==> src/rtl/alu_operand_seq.sv <==
// Operand-entry front end for the board ALU: debounces next/back/clear, steps the
// user through A, B and opcode entry, strobes the ALU, and holds its result.
module alu_operand_seq #(
  parameter logic [15:0] DEB_CYCLES = 16'd50000,
  parameter int          CNT_W      = 16
) (
  input  logic        clk,
  input  logic        rst,
  input  logic [15:0] sw,
  input  logic [4:0]  button,
  input  logic [3:0]  result_in,
  output logic [3:0]  alu_a,
  output logic [3:0]  alu_b,
  output logic [2:0]  alu_op,
  output logic        ops_valid,
  output logic [3:0]  result_q,
  output logic        result_valid,
  output logic [2:0]  state_o
);

  typedef enum logic [2:0] {
    S_A    = 3'd0,
    S_B    = 3'd1,
    S_OP   = 3'd2,
    S_EXEC = 3'd3,
    S_SHOW = 3'd4
  } state_t;

  localparam logic [CNT_W-1:0] DEB_MAX = CNT_W'(DEB_CYCLES - 16'd1);

  logic [2:0] press;
  logic [1:0] settle_reg;
  logic       unused_inputs;

  assign unused_inputs = ^{sw[15:11], button[4:3]};

  // Marks when the synchronisers carry post-reset samples of the raw buttons.
  always_ff @(posedge clk) begin
    if (rst) settle_reg <= 2'b00;
    else     settle_reg <= {settle_reg[0], 1'b1};
  end

  genvar gi;
  generate
    for (gi = 0; gi < 3; gi++) begin : g_deb
      logic             sync1_reg, sync2_reg, deb_reg, deb_d_reg, block_reg, press_reg;
      logic [CNT_W-1:0] cnt_reg;

      // block_reg suppresses the press from a button held through reset until
      // the synchronised level has been seen low once.
      always_ff @(posedge clk) begin
        if (rst) begin
          sync1_reg <= 1'b0;
          sync2_reg <= 1'b0;
          deb_reg   <= 1'b0;
          deb_d_reg <= 1'b0;
          block_reg <= 1'b1;
          press_reg <= 1'b0;
          cnt_reg   <= '0;
        end else begin
          sync1_reg <= button[gi];
          sync2_reg <= sync1_reg;
          deb_d_reg <= deb_reg;
          press_reg <= deb_reg & ~deb_d_reg & ~block_reg;
          if (settle_reg[1] && !sync2_reg) block_reg <= 1'b0;
          if (sync2_reg == deb_reg) begin
            cnt_reg <= '0;
          end else if (cnt_reg == DEB_MAX) begin
            deb_reg <= sync2_reg;
            cnt_reg <= '0;
          end else begin
            cnt_reg <= cnt_reg + CNT_W'(1);
          end
        end
      end

      assign press[gi] = press_reg;
    end
  endgenerate

  logic   nx, bk, clr;
  state_t state_reg, state_next;
  logic [3:0] a_reg, a_next, b_reg, b_next, rq_reg, rq_next;
  logic [2:0] op_reg, op_next;
  logic       rv_reg, rv_next;

  assign nx  = press[0];
  assign bk  = press[1];
  assign clr = press[2];

  always_ff @(posedge clk) begin
    if (rst) begin
      state_reg <= S_A;
      a_reg     <= 4'd0;
      b_reg     <= 4'd0;
      op_reg    <= 3'd0;
      rq_reg    <= 4'd0;
      rv_reg    <= 1'b0;
    end else begin
      state_reg <= state_next;
      a_reg     <= a_next;
      b_reg     <= b_next;
      op_reg    <= op_next;
      rq_reg    <= rq_next;
      rv_reg    <= rv_next;
    end
  end

  always_comb begin
    state_next = state_reg;
    a_next     = a_reg;
    b_next     = b_reg;
    op_next    = op_reg;
    rq_next    = rq_reg;
    rv_next    = rv_reg;
    if (clr) begin
      state_next = S_A;
      a_next     = 4'd0;
      b_next     = 4'd0;
      op_next    = 3'd0;
      rq_next    = 4'd0;
      rv_next    = 1'b0;
    end else begin
      case (state_reg)
        S_A: begin
          if (!bk && nx) begin
            a_next     = sw[3:0];
            state_next = S_B;
          end
        end
        S_B: begin
          if (bk) begin
            state_next = S_A;
          end else if (nx) begin
            b_next     = sw[7:4];
            state_next = S_OP;
          end
        end
        S_OP: begin
          if (bk) begin
            state_next = S_B;
          end else if (nx) begin
            op_next    = sw[10:8];
            state_next = S_EXEC;
          end
        end
        S_EXEC: begin
          rq_next    = result_in;
          rv_next    = 1'b1;
          state_next = S_SHOW;
        end
        S_SHOW: begin
          // back keeps the operands so only the opcode needs re-entering
          if (bk) begin
            state_next = S_OP;
            rv_next    = 1'b0;
          end else if (nx) begin
            state_next = S_A;
            rv_next    = 1'b0;
          end
        end
        default: state_next = S_A;
      endcase
    end
  end

  assign alu_a        = a_reg;
  assign alu_b        = b_reg;
  assign alu_op       = op_reg;
  assign result_q     = rq_reg;
  assign result_valid = rv_reg;
  assign ops_valid    = (state_reg == S_EXEC);
  assign state_o      = state_reg;

endmodule

==> config.mk <==
export PLATFORM = sky130hd
export DESIGN_NAME = alu_operand_seq
export DESIGN_NICKNAME = d
export VERILOG_FILES = /design/src/rtl/alu_operand_seq.sv
export SDC_FILE = /design/constraint.sdc
export NUM_CORES = 1
export LEC_CHECK = 0
export CAP_MARGIN = 20
export CORE_MARGIN = 10
export CORE_UTILIZATION = 45
export CTS_CLUSTER_SIZE = 30
export DETAILED_ROUTE_END_ITERATION = 10
export PLACE_DENSITY = 0.77
export SYNTH_ARGS = -nofsm -noshare
export SYNTH_HDL_FRONTEND = slang
export SYNTH_SLANG_ARGS = --single-unit
==> constraint.sdc <==
create_clock -name clk -period 1.8 [get_ports clk]
set_input_delay 0.36 -clock clk [delete_from_list [all_inputs] [get_ports clk]]
set_output_delay 0.36 -clock clk [all_outputs]
set_load 0.02 [all_outputs]
==> impl_metrics.sql, run 1 <==
INSERT INTO impl_metrics (metric_group, metric, value, unit) VALUES
('final_layout', 'finalNetCount', '461', ''),
('yosys', 'synthCells', '377', ''),
('yosys', 'postSynth.topFlopCell', 'dfxtp_1', ''),
('yosys', 'synth.ff_latch_count', '87', ''),
('clock_tree', 'cts_buffers', '9', ''),
('final_layout', 'final_layout_size_suffix_gt1_share', '7.143', '%'),
('sta', 'worst_slew_margin_rel', '70.46', '%'),
('routing', 'postRouteAntennaNets', '0', ''),
('critical_path', 'worstSetupStartpointType', 'register', ''),
('run', 'timing.max_cap.violations', '0', ''),
('floorplan', 'chipHeight', '107.3', 'um'),
('clock_tree', 'h-tree-depth', '3', ''),
('critical_path', 'endpoint_kind', 'register', ''),
('global_route', 'via_count_of_the_first_global_routing_pass', '2580', ''),
('routing', 'detailroute.wirelength.met3', '314', 'um'),
('yosys', 'post_synth.cell_area_avg', '9.100', 'um2'),
('yosys', 'post_synth_num_cell_types', '33', ''),
('yosys', 'synth_largest_area_cell', 'dfxtp_1', ''),
('critical_path', 'crit_arrival', '1980', 'ps'),
('yosys', 'asyncSetResetFlopFracSynth', '0', '%'),
('final_layout', 'stdcell_area', '4199', 'um2'),
('sta', 'timing.final.setup_violations', '0', ''),
('sta', 'number_of_pins_exceeding_their_max_slew_limit_in_the_final_report', '0', ''),
('critical_path', 'timing.setup.critical_path_class', 'register to register', ''),
('final_layout', 'syn2layout_area_growth', '22.39', '%'),
('routing', 'drt-total-wl', '6469', 'um'),
('clock_tree', 'root_buffer', 'clkbuf_8', ''),
('routing', 'routedLengthMet1', '3144', 'um'),
('placed_design', 'port-buffer-count', '39', ''),
('routing', 'detail_route.drc_violations', '0', ''),
('clock_tree', 'cts_hold_buf', '0', ''),
('sta', 'timing.final.crit_share', '96.66', '%'),
('floorplan', 'fp.coreArea', '7331', 'um2'),
('power', 'irDropWorstVdd', '0.4212', 'mV'),
('final_layout', 'layout.area.seq', '1742', 'um2'),
('yosys', 'synth.net_count', '407', ''),
('floorplan', 'floorplan.rows', '31', ''),
('routing', 'met2_length', '2892', 'um'),
('global_route', 'grt_pass1_wl', '11180', 'um'),
('routing', 'via_per_inst', '5.098', ''),
('global_route', 'grt.overflow.total', '0', ''),
('yosys', 'synth.cell_area', '3431', 'um2'),
('placed_design', 'routabilityCongestion', '0.8150', ''),
('clock_tree', 'cts.sink_count', '87', ''),
('yosys', 'register_area_share_after_synthesis', '50.77', '%'),
('power', 'power-per-cell-area', '780.0', 'nW/um2'),
('routing', 'firstDrtPassIters', '4', ''),
('final_layout', 'fillers', '642', ''),
('global_route', 'grt_start_max_net_pins', '21', ''),
('routing', 'number_of_design_rule_violations_left_by_the_first_detailed_router_iteration', '122', ''),
('final_layout', 'total_area_of_multi_input_combinational_cells', '1628', 'um2'),
('sta', 'tightestPinTransition', '441.4', 'ps'),
('final_layout', 'final_non_filler_cells', '533', ''),
('critical_path', 'crit_path_max_fanout', '3', ''),
('yosys', 'yosys_warnings', '0', ''),
('status', 'run_status', 'finished, final reports clean', ''),
('sta', 'final_hold_viol_count', '0', ''),
('routing', 'vias', '2717', ''),
('critical_path', 'cp.required', '2040', 'ps'),
('yosys', 'synth_edf_count', '0', ''),
('global_route', 'grt_use_total', '11.59', '%'),
('final_layout', 'n_antenna_cell', '0', ''),
('placed_design', 'dpl.cell_count', '519', ''),
('floorplan', 'initial_utilization', '46.80', '%'),
('final_layout', 'largest_register_ff_count', '48', ''),
('global_route', 'number_of_antenna_violations_at_the_first_check_in_global_routing', '0', ''),
('clock_tree', 'clock_insertion_delay_worst_skew', '350', 'ps'),
('sta', 'timing.final.ws_setup', '60.13', 'ps'),
('yosys', 'synth.area.top_cells', 'dfxtp_1 (51%), xnor2_1 (9.4%), nor2_1 (6.9%), nand3_1 (4.1%), nand2_1 (3.0%)', ''),
('floorplan', 'dieWidth', '107.3', 'um'),
('power', 'p_leak', '1.414', 'nW');
layer usage:
layer	vias to the layer above	track usage, %
li1	1402	-
met1	1251	14.19
met2	53	18.63
met3	11	2.695
met4	0	5.803
met5	-	0
worst paths after layout:
path                         from          endpoint  slack, ps  cells after the start
min            g_deb[2].deb_d_reg               clr        400                      1
max          g_deb[1].cnt_reg[11]  g_deb[1].deb_reg         60                      4
min reg2reg    g_deb[2].deb_d_reg               clr        400                      1
max reg2reg  g_deb[1].cnt_reg[11]  g_deb[1].deb_reg         60                      4
area by class of cell:
type | count | share of cell area [%]
Clock buffer | 10 | 3.039
Clock inverter | 4 | 1.162
Tap cell | 99 | 2.950
Sequential cell | 87 | 41.48
Inverter | 9 | 0.8045
Timing Repair Buffer | 52 | 11.80
Multi-Input combinational cell | 272 | 38.77
cells in the final DEF (no fill, tap or decap), types with 2 or more instances in the layout:
cell / Yosys / routed
xor2_1: 8 / 8
inv_1: 9 / 9
clkinv_2: 0 / 2
nor2_1: 63 / 63
clkbuf_8: 0 / 9
ha_1: 3 / 3
nor2b_1: 12 / 12
nor3b_1: 5 / 5
and3_1: 6 / 6
or4b_1: 2 / 2
a21oi_1: 16 / 16
nor3_1: 13 / 13
nor4_1: 12 / 12
xnor2_1: 37 / 37
dfxtp_1: 87 / 87
nand4_1: 14 / 14
mux2i_1: 8 / 8
dlygate4sd2_1: 0 / 4
o21ai_0: 3 / 3
and4_1: 3 / 3
clkdlybuf4s50_1: 0 / 35
nand3_1: 28 / 28
nor4bb_1: 2 / 2
buf_4: 0 / 12
nand2_2: 0 / 2
nand2_1: 27 / 25
power by group:
part           leakage [nW]  total (mW)  switching (mW)  internal, mW
Sequential            0.703        1.95         0.00764          1.94
Combinational         0.618      0.0881          0.0359        0.0522
Clock                0.0920        1.24           0.617         0.624
Total                  1.41        3.28           0.661          2.61
worst max-delay path: stages (launching register included):
cell and delay, ps:
dfxtp_1 310, or4b_1 530, or4_4 590, mux2i_1 170, nor2_1 50
through the flow:
step | util (%) | total power, mW | hold WS, ps | setup TNS (ps)
final | 57.28 | 3.275 | 397.8 | 0
after global routing | 57.28 | 3.403 | 423.2 | -1.670
after CTS | 57.09 | 3.320 | 400.6 | 0
after detailed placement | 54.75 | 2.079 | 390.2 | 0
after global placement | 54.75 | 2.077 | 383.0 | 0
after floorplan | - | 2.025 | 372.1 | 0
cell families (layout without fill, tap and decap cells):
kind of cell | after synthesis | after routing | synth area share [%]
AOI/OAI and AO/OA | 21 | 21 | 3.209
xor gates and xnor gates | 45 | 45 | 11.49
adders and majority gates | 3 | 3 | 1.094
buffers and inverters | 18 | 75 | 2.188
DFF | 87 | 87 | 50.77
muxes | 8 | 8 | 2.334
and+or+nand+nor | 195 | 195 | 28.92
timing repair:
action / in CTS / in global routing
endpoints found under the hold margin: 0 / 0
setup endpoints to repair: 4 / 42
resized for setup: 4 / 3
buffers inserted: 0 / 0
pin swaps: 0 / 1
(Power assumes the default switching activity.)
==> inputs of run 2 (changes only) <==
--- a/config.mk
+++ b/config.mk
@@ -6,6 +6,7 @@
 export NUM_CORES = 1
 export LEC_CHECK = 0
 export CAP_MARGIN = 20
+export CORE_ASPECT_RATIO = 0.8
 export CORE_MARGIN = 10
 export CORE_UTILIZATION = 45
 export CTS_CLUSTER_SIZE = 30
==> run 2 against run 1 <==
  * Combinational power down 1%
  * Die area up 0.19%
  * Wire length up 4.5%
  * First-iteration DRC count up 7.4%
  * Core utilization down 0.64 points
  * Clock skew down 7.9 ps
  * Clock power down 6%
  * Worst hold slack worse by 0.84 ps
  * Highest routed layer unchanged
==> impl_metrics.sql, run 2 (same netlist as run 1, synthesis figures left out) <==
INSERT INTO impl_metrics (metric_group, metric, value, unit) VALUES
('status', 'run_status', 'finished, final reports clean', ''),
('global_route', 'grt_busiest_layer', 'met2', ''),
('sta', 'timing.final.crit_share', '97.12', '%'),
('clock_tree', 'post_cts.repair.setup_buffers', '0', ''),
('power', 'total_power', '3.194', 'mW'),
('clock_tree', 'clockBufferDepth', '2', ''),
('min_path', 'hold_path_class', 'register to register', ''),
('routing', 'firstDrtPassIters', '5', ''),
('placed_design', 'routabilityCongestion', '0.8268', ''),
('clock_tree', 'cts_buffers', '9', ''),
('routing', 'vias', '2721', ''),
('critical_path', 'crit_path_max_fanout', '4', ''),
('critical_path', 'critPathMaxStageDelay', '580', 'ps'),
('clock_tree', 'clock_insertion_delay_worst_skew', '340', 'ps'),
('routing', 'detail_route.drc_violations', '0', ''),
('critical_path', 'endpoint_kind', 'register', ''),
('final_layout', 'layout.cells.most_common_list', 'dfxtp_1 (87), nor2_1 (63), xnor2_1 (37)', ''),
('power', 'p_leak', '1.406', 'nW'),
('routing', 'number_of_design_rule_violations_left_by_the_first_detailed_router_iteration', '131', ''),
('placed_design', 'pre_cts_slack', '46.74', 'ps'),
('clock_tree', 'root_buffer', 'clkbuf_8', ''),
('final_layout', 'postLayoutCoreUtil', '56.64', '%'),
('final_layout', 'syn2layout_area_growth', '22.03', '%'),
('critical_path', 'worstSetupStartpointType', 'register', ''),
('global_route', 'via_count_of_the_first_global_routing_pass', '2516', ''),
('sta', 'worst_slew_margin_rel', '66.67', '%'),
('sta', 'final_hold_viol_count', '0', ''),
('critical_path', 'slowest_stage', 'or4_4', ''),
('global_route', 'grt.overflow.total', '0', ''),
('placed_design', 'dpl.cell_count', '526', ''),
('floorplan', 'initial_utilization', '46.41', '%'),
('global_route', 'grt_use_total', '11.67', '%'),
('clock_tree', 'cts.sink_count', '87', ''),
('routing', 'wire_per_inst', '12.52', 'um'),
('critical_path', 'cell_by_cell_listing_of_the_critical_path', 'or4b_1 > or4_4 > mux2i_1 > nor2_1', ''),
('sta', 'timing.final.setup_violations', '0', ''),
('final_layout', 'mostFrequentLayoutCell', 'dfxtp_1', ''),
('routing', 'drt-total-wl', '6761', 'um'),
('final_layout', 'fillers', '657', ''),
('final_layout', 'final_non_filler_cells', '540', ''),
('sta', 'timing.final.ws_setup', '51.85', 'ps'),
('global_route', 'groute.layer.met2.usage', '18.22', '%'),
('placed_design', 'port-buffer-count', '39', ''),
('final_layout', 'n_antenna_cell', '0', ''),
('routing', 'via_per_inst', '5.039', ''),
('global_route', 'grt_pass1_wl', '11520', 'um'),
('sta', 'clock_skew', '8.473', 'ps'),
('routing', 'postRouteAntennaNets', '0', ''),
('power', 'power-per-cell-area', '763.0', 'nW/um2'),
('global_route', 'number_of_antenna_violations_at_the_first_check_in_global_routing', '0', ''),
('sta', 'tightestPinTransition', '498.1', 'ps'),
('critical_path', 'worst-path-buf-inv', '0', ''),
('sta', 'maxClockFrequency', '0.5720', 'GHz'),
('final_layout', 'finalNetCount', '462', ''),
('power', 'irDropWorstVdd', '0.4886', 'mV'),
('run', 'timing.max_cap.violations', '0', ''),
('clock_tree', 'h-tree-depth', '3', ''),
('clock_tree', 'cts.reportedPaths.clkPinSlew', '70', 'ps'),
('critical_path', 'crit_arrival', '1990', 'ps'),
('global_route', 'grt.met1_usage', '14.54', '%'),
('floorplan', 'floorplan.die_area', '11540', 'um2'),
('sta', 'finalSetupTns', '0', 'ps'),
('floorplan', 'fp.coreArea', '7392', 'um2'),
('floorplan', 'boundaryPins', '47', ''),
('sta', 'rsz0062_at_grt', 'yes', ''),
('placed_design', 'detailedPlacementHpwl', '5002', 'um'),
('sta', 'timing.final.crit_period', '1748', 'ps'),
('final_layout', 'largest_register_ff_count', '48', ''),
('critical_path', 'cp.required', '2040', 'ps'),
('critical_path', 'timing.setup.critical_path_class', 'register to register', ''),
('floorplan', 'dieWidth', '117.6', 'um'),
('global_route', 'grt_start_max_net_pins', '20', ''),
('final_layout', 'final_layout_size_suffix_gt1_share', '6.897', '%'),
('global_route', 'use_met3', '4.718', '%'),
('critical_path', 'cpLargestDelayFamily', 'simple AND/OR/NAND/NOR gates', ''),
('clock_tree', 'clock_tree_from_tritoncts', 'done', ''),
('floorplan', 'floorplan.rows', '28', ''),
('sta', 'number_of_pins_exceeding_their_max_slew_limit_in_the_final_report', '0', ''),
('floorplan', 'chipHeight', '98.10', 'um');
## run 2: final cells by class
cell class / count / area (um2) / area share (%)
Clock buffer: 13 / 158.9 / 3.796
Clock inverter: 1 / 5.005 / 0.1195
Inverter: 9 / 33.78 / 0.8069
Multi-Input combinational cell: 272 / 1625 / 38.82
Sequential cell: 87 / 1742 / 41.60
Tap cell: 105 / 131.4 / 3.138
Timing Repair Buffer: 53 / 490.5 / 11.72
## run 2: path summary, 6_finish.rpt
path                                          start               end  slack [ps]  cells after the start
worst min-delay path             g_deb[2].deb_d_reg               clr         400                      1
worst max-delay path            g_deb[1].cnt_reg[4]  g_deb[1].deb_reg          50                      4
worst min register to register   g_deb[2].deb_d_reg               clr         400                      1
worst max register to register  g_deb[1].cnt_reg[4]  g_deb[1].deb_reg          50                      4
## run 2: where the power goes
group	switching [mW]	total (mW)	leakage (nW)	internal [mW]
logic	0.0357	0.0870	0.617	0.0513
clock network	0.600	1.16	0.0854	0.561
registers	0.00762	1.95	0.703	1.94
## run 2: per-layer routing
layer | part of all wire (%) | vias up
met3 | 5.7 | 4
met5 | 0 | -
met2 | 45 | 63
li1 | - | 1395
met1 | 48 | 1259
met4 | 0.65 | 0
## run 2: what timing repair did
item / 4_1_cts / 5_1_grt
cloned: 0 / 0
hold buffers: 0 / 0
gates resized for setup: 4 / 2
endpoints found under the setup margin: 4 / 16
## run 2: stage by stage
step | instance area [um2] | hold slack, ps
floorplan | 3431 | 372.1
detailed placement | 4016 | 382.4
global route | 4187 | 416.0
CTS | 4175 | 394.9
finish | 4187 | 396.9
global placement | 4016 | 378.4
